[src/rtl/vga_bus_writer.sv]
// vga_bus_writer: 6502 register port that turns CPU writes into framebuffer
// plot/clear requests. Define VGA_RECT_FILL_EN to add rectangle fill (W/H regs).
module vga_bus_writer #(
  parameter int FB_W        = 160,
  parameter int FB_H        = 120,
  parameter int SYNC_STAGES = 2
) (
  input  logic       CLK,
  input  logic       RESET_N,
  input  logic       CE,
  input  logic       RW,
  input  logic [2:0] A,
  input  logic [7:0] DATA,
  output logic [7:0] DOUT,
  output logic       DOE,
  output logic       FB_WE,
  input  logic       FB_READY,
  output logic [7:0] FB_X,
  output logic [6:0] FB_Y,
  output logic [2:0] FB_COLOR
);
  localparam logic [8:0] W9   = 9'(FB_W);
  localparam logic [8:0] H9   = 9'(FB_H);
  localparam logic [7:0] XMAX = 8'(FB_W - 1);
  localparam logic [6:0] YMAX = 7'(FB_H - 1);

`ifdef VGA_RECT_FILL_EN
  typedef enum logic [1:0] {S_IDLE, S_PLOT, S_CLEAR, S_RECT} state_t;
`else
  typedef enum logic [1:0] {S_IDLE, S_PLOT, S_CLEAR} state_t;
`endif

  state_t r_state, w_state_n;

  logic [SYNC_STAGES-1:0] r_ce_sync;
  logic       r_ce_prev;
  logic       r_rw;
  logic [2:0] r_a;
  logic [7:0] r_data;
  logic [7:0] r_x;
  logic [6:0] r_y;
  logic [2:0] r_color;
  logic       r_ovr;
  logic [7:0] r_fb_x;
  logic [6:0] r_fb_y;
  logic [2:0] r_fb_color;

  logic w_ce_s, w_rise, w_wr, w_busy, w_acc;
  logic w_plot, w_clr, w_rect, w_inrng, w_inc;

  assign w_ce_s  = r_ce_sync[SYNC_STAGES-1];
  assign w_rise  = w_ce_s & ~r_ce_prev;
  assign w_wr    = w_rise & ~r_rw;
  assign w_busy  = (r_state != S_IDLE);
  assign w_acc   = FB_WE & FB_READY;
  assign w_plot  = w_wr & (r_a == 3'd3);
  assign w_clr   = w_wr & (r_a == 3'd4) & (r_data == 8'h01);
  assign w_inrng = ({1'b0, r_x} < W9) && ({2'b0, r_y} < H9);
  assign w_inc   = ((r_state == S_PLOT) && w_acc)
                 || (!w_busy && w_plot && !w_inrng);

  assign DOE      = ~w_ce_s & r_rw;
  assign FB_WE    = w_busy;
  assign FB_X     = r_fb_x;
  assign FB_Y     = r_fb_y;
  assign FB_COLOR = r_fb_color;

`ifdef VGA_RECT_FILL_EN
  logic [7:0] r_w, r_x0, r_xe;
  logic [6:0] r_h, r_ye;
  logic [8:0] w_xsum, w_ysum;
  logic [7:0] w_xe;
  logic [6:0] w_ye;
  logic       w_rect_ok;

  // Sums are 9 bits wide so a far-right/bottom rectangle clips instead of wrapping
  assign w_xsum    = {1'b0, r_x} + {1'b0, r_w};
  assign w_ysum    = {2'b0, r_y} + {2'b0, r_h};
  assign w_xe      = (w_xsum > W9) ? XMAX : 8'(w_xsum - 9'd1);
  assign w_ye      = (w_ysum > H9) ? YMAX : 7'(w_ysum - 9'd1);
  assign w_rect    = w_wr & (r_a == 3'd4) & (r_data == 8'h02);
  assign w_rect_ok = (r_w != 8'd0) && (r_h != 7'd0) && w_inrng;
`else
  assign w_rect = 1'b0;
`endif

  always_comb begin
    DOUT = 8'h00;
    case (r_a)
      3'd0: DOUT = r_x;
      3'd1: DOUT = {1'b0, r_y};
      3'd2: DOUT = {5'b0, r_color};
      3'd4: DOUT = {6'b0, r_ovr, w_busy};
`ifdef VGA_RECT_FILL_EN
      3'd5: DOUT = r_w;
      3'd6: DOUT = {1'b0, r_h};
`endif
      default: DOUT = 8'h00;
    endcase
  end

  always_comb begin
    w_state_n = r_state;
    case (r_state)
      S_IDLE: begin
        if (w_plot && w_inrng)   w_state_n = S_PLOT;
        else if (w_clr)          w_state_n = S_CLEAR;
`ifdef VGA_RECT_FILL_EN
        else if (w_rect && w_rect_ok) w_state_n = S_RECT;
`endif
      end
      S_PLOT:
        if (w_acc) w_state_n = S_IDLE;
      S_CLEAR:
        if (w_acc && r_fb_x == XMAX && r_fb_y == YMAX)
          w_state_n = S_IDLE;
`ifdef VGA_RECT_FILL_EN
      S_RECT:
        if (w_acc && r_fb_x == r_xe && r_fb_y == r_ye)
          w_state_n = S_IDLE;
`endif
      default: w_state_n = S_IDLE;
    endcase
  end

  // CE idles high, so the synchroniser resets to the inactive level
  always_ff @(posedge CLK or negedge RESET_N) begin
    if (!RESET_N) begin
      r_ce_sync <= '1;
      r_ce_prev <= 1'b1;
      r_rw      <= 1'b0;
      r_a       <= 3'd0;
      r_data    <= 8'd0;
    end else begin
      r_ce_sync <= {r_ce_sync[SYNC_STAGES-2:0], CE};
      r_ce_prev <= w_ce_s;
      if (!w_ce_s) begin
        r_rw   <= RW;
        r_a    <= A;
        r_data <= DATA;
      end
    end
  end

  always_ff @(posedge CLK or negedge RESET_N) begin
    if (!RESET_N) begin
      r_state <= S_IDLE;
    end else begin
      r_state <= w_state_n;
    end
  end

  always_ff @(posedge CLK or negedge RESET_N) begin
    if (!RESET_N) begin
      r_x     <= 8'd0;
      r_y     <= 7'd0;
      r_color <= 3'd0;
      r_ovr   <= 1'b0;
    end else begin
      if (w_inc) begin
        if (r_x == XMAX) begin
          r_x <= 8'd0;
          r_y <= (r_y == YMAX) ? 7'd0 : r_y + 7'd1;
        end else begin
          r_x <= r_x + 8'd1;
        end
      end
      // A CPU register write lands after the auto-increment and wins
      if (w_wr) begin
        case (r_a)
          3'd0: r_x     <= r_data;
          3'd1: r_y     <= r_data[6:0];
          3'd2: r_color <= r_data[2:0];
          3'd3: if (!w_busy) r_color <= r_data[2:0];
          default: ;
        endcase
      end
      if (w_busy && w_wr && (r_a == 3'd3 || r_a == 3'd4))
        r_ovr <= 1'b1;
      else if (w_rise && r_rw && r_a == 3'd4)
        r_ovr <= 1'b0;
    end
  end

`ifdef VGA_RECT_FILL_EN
  always_ff @(posedge CLK or negedge RESET_N) begin
    if (!RESET_N) begin
      r_w  <= 8'd0;
      r_h  <= 7'd0;
      r_x0 <= 8'd0;
      r_xe <= 8'd0;
      r_ye <= 7'd0;
    end else begin
      if (w_wr && r_a == 3'd5) r_w <= r_data;
      if (w_wr && r_a == 3'd6) r_h <= r_data[6:0];
      if (!w_busy && w_rect && w_rect_ok) begin
        r_x0 <= r_x;
        r_xe <= w_xe;
        r_ye <= w_ye;
      end
    end
  end
`endif

  always_ff @(posedge CLK or negedge RESET_N) begin
    if (!RESET_N) begin
      r_fb_x     <= 8'd0;
      r_fb_y     <= 7'd0;
      r_fb_color <= 3'd0;
    end else begin
      case (r_state)
        S_IDLE: begin
          if (w_plot && w_inrng) begin
            r_fb_x     <= r_x;
            r_fb_y     <= r_y;
            r_fb_color <= r_data[2:0];
          end else if (w_clr) begin
            r_fb_x     <= 8'd0;
            r_fb_y     <= 7'd0;
            r_fb_color <= r_color;
          end
`ifdef VGA_RECT_FILL_EN
          else if (w_rect && w_rect_ok) begin
            r_fb_x     <= r_x;
            r_fb_y     <= r_y;
            r_fb_color <= r_color;
          end
`endif
        end
        S_CLEAR: begin
          if (w_acc) begin
            if (r_fb_x == XMAX) begin
              r_fb_x <= 8'd0;
              r_fb_y <= r_fb_y + 7'd1;
            end else begin
              r_fb_x <= r_fb_x + 8'd1;
            end
          end
        end
`ifdef VGA_RECT_FILL_EN
        S_RECT: begin
          if (w_acc) begin
            if (r_fb_x == r_xe) begin
              r_fb_x <= r_x0;
              r_fb_y <= r_fb_y + 7'd1;
            end else begin
              r_fb_x <= r_fb_x + 8'd1;
            end
          end
        end
`endif
        default: ;
      endcase
    end
  end

endmodule

[config.mk]
export PLATFORM = sky130hd
export DESIGN_NAME = vga_bus_writer
export DESIGN_NICKNAME = d
export VERILOG_FILES = /design/src/rtl/vga_bus_writer.sv
export SDC_FILE = /design/constraint.sdc
export NUM_CORES = 1
export LEC_CHECK = 0
export CORE_MARGIN = 2
export CORE_UTILIZATION = 41
export DETAILED_ROUTE_END_ITERATION = 8
export MAX_ROUTING_LAYER = met4
export PLACE_DENSITY_LB_ADDON = 0.2
export SLEW_MARGIN = 20
export SYNTH_ARGS = -nofsm -noshare
export SYNTH_HDL_FRONTEND = slang
export SYNTH_SLANG_ARGS = --single-unit
[constraint.sdc]
create_clock -name CLK -period 4.7 [get_ports CLK]
set_input_delay 0.94 -clock CLK [delete_from_list [all_inputs] [get_ports CLK]]
set_output_delay 0.94 -clock CLK [all_outputs]
set_load 0.05 [all_outputs]
# [Word level (Yosys, flattened, before mapping)]
# Index checks and enable logic that the tools add are counted.
[totals] reg_bits=54 latch_bits=0 mem_bits_rw=0 romBits=0 in_bits=16 out_inout_bits=28 elab_cells=104 memories=0
[op_classes] add_sub_neg=4 multipliers=0 div=0 magnitude_cmp=2 eq_ne=17 n_shift=0 muxes=31 bitwise_logic=10 n_reduce_logical=27
[op_table] operator="8-bit two-way mux" n=8
[op_table] operator="7-bit two-way mux" n=9
[op_table] operator="8-bit one-hot mux with 4 select lines" n=1
[op_table] operator="8-bit by 1-bit adder with 8-bit output, second input constant" n=2
[op_table] operator="8-bit == test, second input constant" n=2
[op_table] operator="8-bit one-hot mux with 2 select lines" n=1
[op_table] operator="7-bit by 1-bit adder with 7-bit output, second input constant" n=2
[op_table] operator="7-bit == test, second input constant" n=2
[op_table] operator="7-bit one-hot mux with 2 select lines" n=1
[op_table] operator="1-bit logical AND" n=11
[op_table] operator="2-bit != test, second input constant" n=5
[op_table] operator="2-bit nonzero test" n=5
[op_table] operator="3-bit two-way mux" n=3
[op_table] operator="3-bit AND reduction" n=3
[op_table] operator="8-bit by 1-bit == test with 1-bit output, second input constant" n=1
[op_table] operator="8-bit less-than comparator, second input constant" n=1
[op_table] operator="2-bit two-way mux" n=4
[op_table] operator="1-bit bitwise AND" n=7
[op_table] operator="7-bit less-than comparator, second input constant" n=1
[op_table] operator="3-bit by 2-bit == test with 1-bit output, second input constant" n=2
[op_table] operator="2-bit one-hot mux with 3 select lines" n=1
[op_table] operator="3-bit one-hot mux with 2 select lines" n=1
[op_table] operator="4-bit AND reduction" n=1
[op_table] operator="3-bit by 1-bit == test with 1-bit output, second input constant" n=1
[op_table] operator="11 further kinds" n=16

# [Longest topological paths before layout]
[depth] ltp_word=10 mapped_depth=8 mapped_depth_nobuf=7

# [Least setup slack after synthesis]
# Ideal clock, no wire load.
[synth_timing] path_type="register to output" start="register r_a[0]" end="output DOUT[7]" t_arrival_ns=2.454 required_ns=3.760 path_slack_ns=1.306 stages_incl_launch_ff=4 path_buffers=2 cell_sequence="dfrtp_1 -> clkbuf_1 -> clkbuf_1 -> nor4b_1"
[synth_via] elab_chain_cells=2 word_cells_on_any_way=5 classes_between="3 x eq/ne; 1 x mux; 1 x reduce/logical"
[synth_rtl] item="start: declaration" line_no="38" text="logic [2:0] r_a;"
[synth_rtl] item="start signal: assignment" line_no="132" text="r_a <= 3'd0;"
[synth_rtl] item="start signal: assignment" line_no="139" text="r_a <= A;"
[synth_rtl] item="3-bit == test (tied with other cells)" line_no="89" text="case (r_a)"
[synth_rtl] item="8-bit one-hot mux with 4 select lines (*)" line_no="89"
[synth_rtl] item="end: declaration" line_no="14" text="output logic [7:0] DOUT,"
# Mark *: on every way between the ends. The rest lies on a longest branch, timed or not.

# [Worst setup path in the final report]
[layout_timing] start="register r_a[0]" end="output DOUT[0]"
# Same word-level chain as after synthesis.

==> flow_summary.json <==
{
  "status": "completed",
  "setup-tns-final_ns": 0,
  "critPathKind": "reg -> out",
  "post-layout-total-power_mw": 1.37,
  "finalCritPeriodShare_pct": 71.3,
  "detail_route.iter0.violations": 221,
  "timing.critical_path.required_ns": 3.76,
  "dpl-instance-area_um2": 3570,
  "ant_nets": 0,
  "grt_max_degree": 55,
  "core_area_um2": 7250,
  "worst-slew-pin-transition_ns": 0.748,
  "postSynth.asyncResetShare_pct": 100,
  "ir_worst_vdd_uv": 220,
  "io_pins": 44,
  "layout.nets": 399,
  "synth_enable_flop_cells": 0,
  "pwr-share-comb_pct": 27.5,
  "starting_density_of_the_core_pct": 42.5,
  "setup.worst_path.start_class": "flip-flop",
  "post-route-drc-count": 0,
  "syn_avg_cell_area_um2": 8.94,
  "antenna_found_initial": 0,
  "relSlewSlack_pct": 49.4,
  "grt.total_usage_pct": 20.3,
  "fraction_of_layout_cells_with_a_size_suffix_above_1_pct": 8.16,
  "detailroute.via_count": 2780,
  "yosys_warnings": 0,
  "hold_viol_final": 0,
  "viasPerCell": 5.80,
  "post-cts-setup-buffers": 0,
  "post_drt_wl_per_cell_um": 16.4,
  "post_cts_resized": 0,
  "pwr-share-seq_pct": 49.9,
  "share_clk_of_total_power_pct": 22.6,
  "ys.flop_type": "sky130_fd_sc_hd__dfrtp_1",
  "layer_carrying_the_most_global_route_usage": "met2",
  "maximum_clock_skew_at_final_layout_ns": 0.00462,
  "clock_insertion_delay_worst_skew_ns": 0.31,
  "setup.worst_path.end_class": "output port",
  "routability_driven_placement_congestion_ratio": 0.929,
  "crit_arrival_ns": 2.41,
  "leakagePower_nw": 1.38,
  "synth.yosys.seq_area_share_pct": 43.9,
  "global_route.usage.met3_pct": 3.84,
  "tritoncts_num_sinks": 54,
  "synthesis.nets": 365,
  "p_int_uw": 863,
  "grtUsageMet2_pct": 30.2,
  "library_cells_used_by_synthesis": 50,
  "placement.io_buffers": 43,
  "antennaDiodeCount": 0,
  "drt_pass1_iterations": 4,
  "first_global_vias": 2574,
  "power_switching_uw": 506,
  "synth.ff_latch_count": 54,
  "die-width_um": 90.8,
  "die_h_um": 90.8,
  "cts-root-buf": "sky130_fd_sc_hd__clkbuf_8",
  "gr_overflow_total": 0,
  "crit_path_max_fanout": 16,
  "count_of_maximum_capacitance_violations": 0,
  "htreeDepth": 2,
  "cts.reportedPaths.clkPinSlew_ns": 0.09,
  "finalCriticalPeriod_ns": 3.35,
  "cts_made_buffers": 5,
  "share_of_the_core_filled_with_cells_pct": 50.8,
  "cts_tree": "yes",
  "max_clock_freq_mhz": 298,
  "area.growth.synth_to_final_pct": 19.3,
  "cellPowerDensity_nw_per_um2": 372,
  "synth_cells": 345,
  "met1_demand_to_capacity_share_in_global_routing_pct": 27.6,
  "cts.path.max_buffers": 2,
  "cts_hold_buffers": 0,
  "final_instance_area_um2": 3680,
  "drt-total-wl_um": 7860,
  "placement_rows": 31,
  "hold_class": "reg -> reg",
  "grt_pass1_wl_um": 13100,
  "mappedNetlistArea_um2": 3090,
  "timing_max_transition_violations_final": 0,
  "fp.dieArea_um2": 8240,
  "timing.final.setup_violations": 0,
  "setup_repair_after_global_routing_missed_its_margin": "false",
  "place.detailed.hpwl_um": 5590,
  "power_switching_share_pct": 37.0
}
cell families (layout without fill, tap and decap cells):
logic type | Yosys count | count (layout) | share of synthesized area, %
adder cells (fa/ha/maj) | 4 | 4 | 1.62
multiplexers | 26 | 26 | 9.08
AND/OR/NAND/NOR | 144 | 144 | 23.8
buffers and inverters | 23 | 58 | 3.16
XOR/XNOR | 4 | 4 | 1.14
flip-flops | 54 | 54 | 43.9
AO/OA/AOI/OAI | 90 | 90 | 17.2
path summary, 6_finish.rpt:
check	cells past startpoint	slack, ns	start	end
setup / recovery	5	1.35	r_a[0]	DOUT[0]
hold / removal	0	0.36	r_ce_sync[0]	r_ce_sync[1]
setup reg to reg	6	1.75	r_ce_sync[1]	FB_Y[0]
hold reg to reg	0	0.36	r_ce_sync[0]	r_ce_sync[1]
max in group asynchronous	2	3.47	RESET_N	r_color[2]
min in group asynchronous	2	0.76	RESET_N	FB_X[3]
cells in the mapped netlist (5+ instances only):
cell type	n	share of area (%)
sky130_fd_sc_hd__nor3_1	19	3.1
sky130_fd_sc_hd__dfrtp_1	51	41
sky130_fd_sc_hd__o21ai_0	32	5.2
sky130_fd_sc_hd__and3_1	5	1.0
sky130_fd_sc_hd__nor4_1	5	1.0
sky130_fd_sc_hd__nand2_1	30	3.6
sky130_fd_sc_hd__mux2_2	16	5.8
sky130_fd_sc_hd__nor2b_1	6	1.2
sky130_fd_sc_hd__nor2_1	39	4.7
sky130_fd_sc_hd__a31oi_1	12	2.4
sky130_fd_sc_hd__mux2i_1	10	3.2
sky130_fd_sc_hd__a21oi_1	27	4.4
sky130_fd_sc_hd__nand3_1	13	2.1
sky130_fd_sc_hd__clkbuf_1	15	1.8
metrics by stage:
| step | worst slack, ns | cells | hold slack (ns) |
|---|---|---|---|
| after CTS | 1.36 | 479 | 0.364 |
| after global routing | 1.19 | 479 | 0.371 |
| after floorplan | 1.31 | 345 | 0.345 |
| after detailed placement | 1.72 | 471 | 0.349 |
| final | 1.35 | 479 | 0.362 |
| after global placement | 1.73 | 471 | 0.347 |
power groups by stage:
stage | combinational (mW) | clock, mW | sequential [mW]
6_report | 0.376 | 0.310 | 0.683
5_1_grt | 0.410 | 0.340 | 0.696
4_1_cts | 0.378 | 0.320 | 0.679
3_5_place_dp | 0.377 | 0 | 0.687
3_3_place_gp | 0.369 | 0 | 0.689
2_1_floorplan | 0.257 | 0 | 0.663
layer usage:
layer,routed length [um],part of all wire (%)
met5,0,0
met4,129,1.6
met3,555,7.1
met2,3660,47
met1,3520,45
layout make-up:
cell class | instances | area (um2)
flip-flops and latches | 54 | 1360
repair buffers | 46 | 448
fillers | 696 | 3570
clock buffers | 7 | 76.3
multi-input cells | 268 | 1630
well taps | 99 | 124
clock inverters | 1 | 30.0
inverters | 4 | 15.0
critical path: stages (launching register included):
cell,delay (ns)
sky130_fd_sc_hd__dfrtp_1,0.77
sky130_fd_sc_hd__mux2i_1,0.17
sky130_fd_sc_hd__nor2_1,0.11
sky130_fd_sc_hd__a21oi_1,0.05
sky130_fd_sc_hd__o21ai_0,0.17
sky130_fd_sc_hd__clkdlybuf4s50_1,0.83
layout by cell type, fill, tap and decap left out, types with 2 or more instances in the layout:
master | synthesis | routed
sky130_fd_sc_hd__xor2_1 | 2 | 2
sky130_fd_sc_hd__mux2_2 | 16 | 16
sky130_fd_sc_hd__dfrtp_1 | 51 | 51
sky130_fd_sc_hd__nor2_1 | 39 | 39
sky130_fd_sc_hd__ha_1 | 4 | 4
sky130_fd_sc_hd__nor2b_1 | 6 | 6
sky130_fd_sc_hd__xnor2_1 | 2 | 2
sky130_fd_sc_hd__a41oi_1 | 2 | 2
sky130_fd_sc_hd__a221oi_1 | 3 | 3
sky130_fd_sc_hd__clkbuf_1 | 15 | 2
sky130_fd_sc_hd__nand4_1 | 3 | 3
sky130_fd_sc_hd__clkbuf_8 | 0 | 5
sky130_fd_sc_hd__or3_1 | 2 | 2
sky130_fd_sc_hd__nand3_1 | 13 | 13
sky130_fd_sc_hd__nor3b_1 | 3 | 3
sky130_fd_sc_hd__mux2i_1 | 10 | 10
sky130_fd_sc_hd__dfstp_2 | 3 | 3
sky130_fd_sc_hd__nand2b_1 | 2 | 2
sky130_fd_sc_hd__inv_1 | 4 | 4
sky130_fd_sc_hd__and4_1 | 4 | 4
sky130_fd_sc_hd__nor4b_1 | 3 | 3
sky130_fd_sc_hd__buf_4 | 1 | 3
sky130_fd_sc_hd__nor4_1 | 5 | 5
sky130_fd_sc_hd__a21oi_1 | 27 | 27
sky130_fd_sc_hd__nand2_1 | 30 | 30
sky130_fd_sc_hd__a22oi_1 | 2 | 2
sky130_fd_sc_hd__clkdlybuf4s50_1 | 0 | 42
sky130_fd_sc_hd__and3_1 | 5 | 5
sky130_fd_sc_hd__nor3_1 | 19 | 19
sky130_fd_sc_hd__o21ai_0 | 32 | 32
sky130_fd_sc_hd__or4_1 | 3 | 3
sky130_fd_sc_hd__a21o_1 | 2 | 2
sky130_fd_sc_hd__a31oi_1 | 12 | 12
registers in the layout, summed over array words and instances (netlist names):
| register | flops |
|---|---|
| r_rw | 1 |
| r_a | 3 |
| r_ce_sync | 2 |
| FB_COLOR | 3 |
| r_ovr | 1 |
| FB_X | 8 |
| r_data | 8 |
| r_state | 2 |
| r_y | 7 |
| r_x | 8 |
| r_ce_prev | 1 |
| r_color | 3 |
| FB_Y | 7 |
No activity file was read; power rests on OpenSTA's default activity.
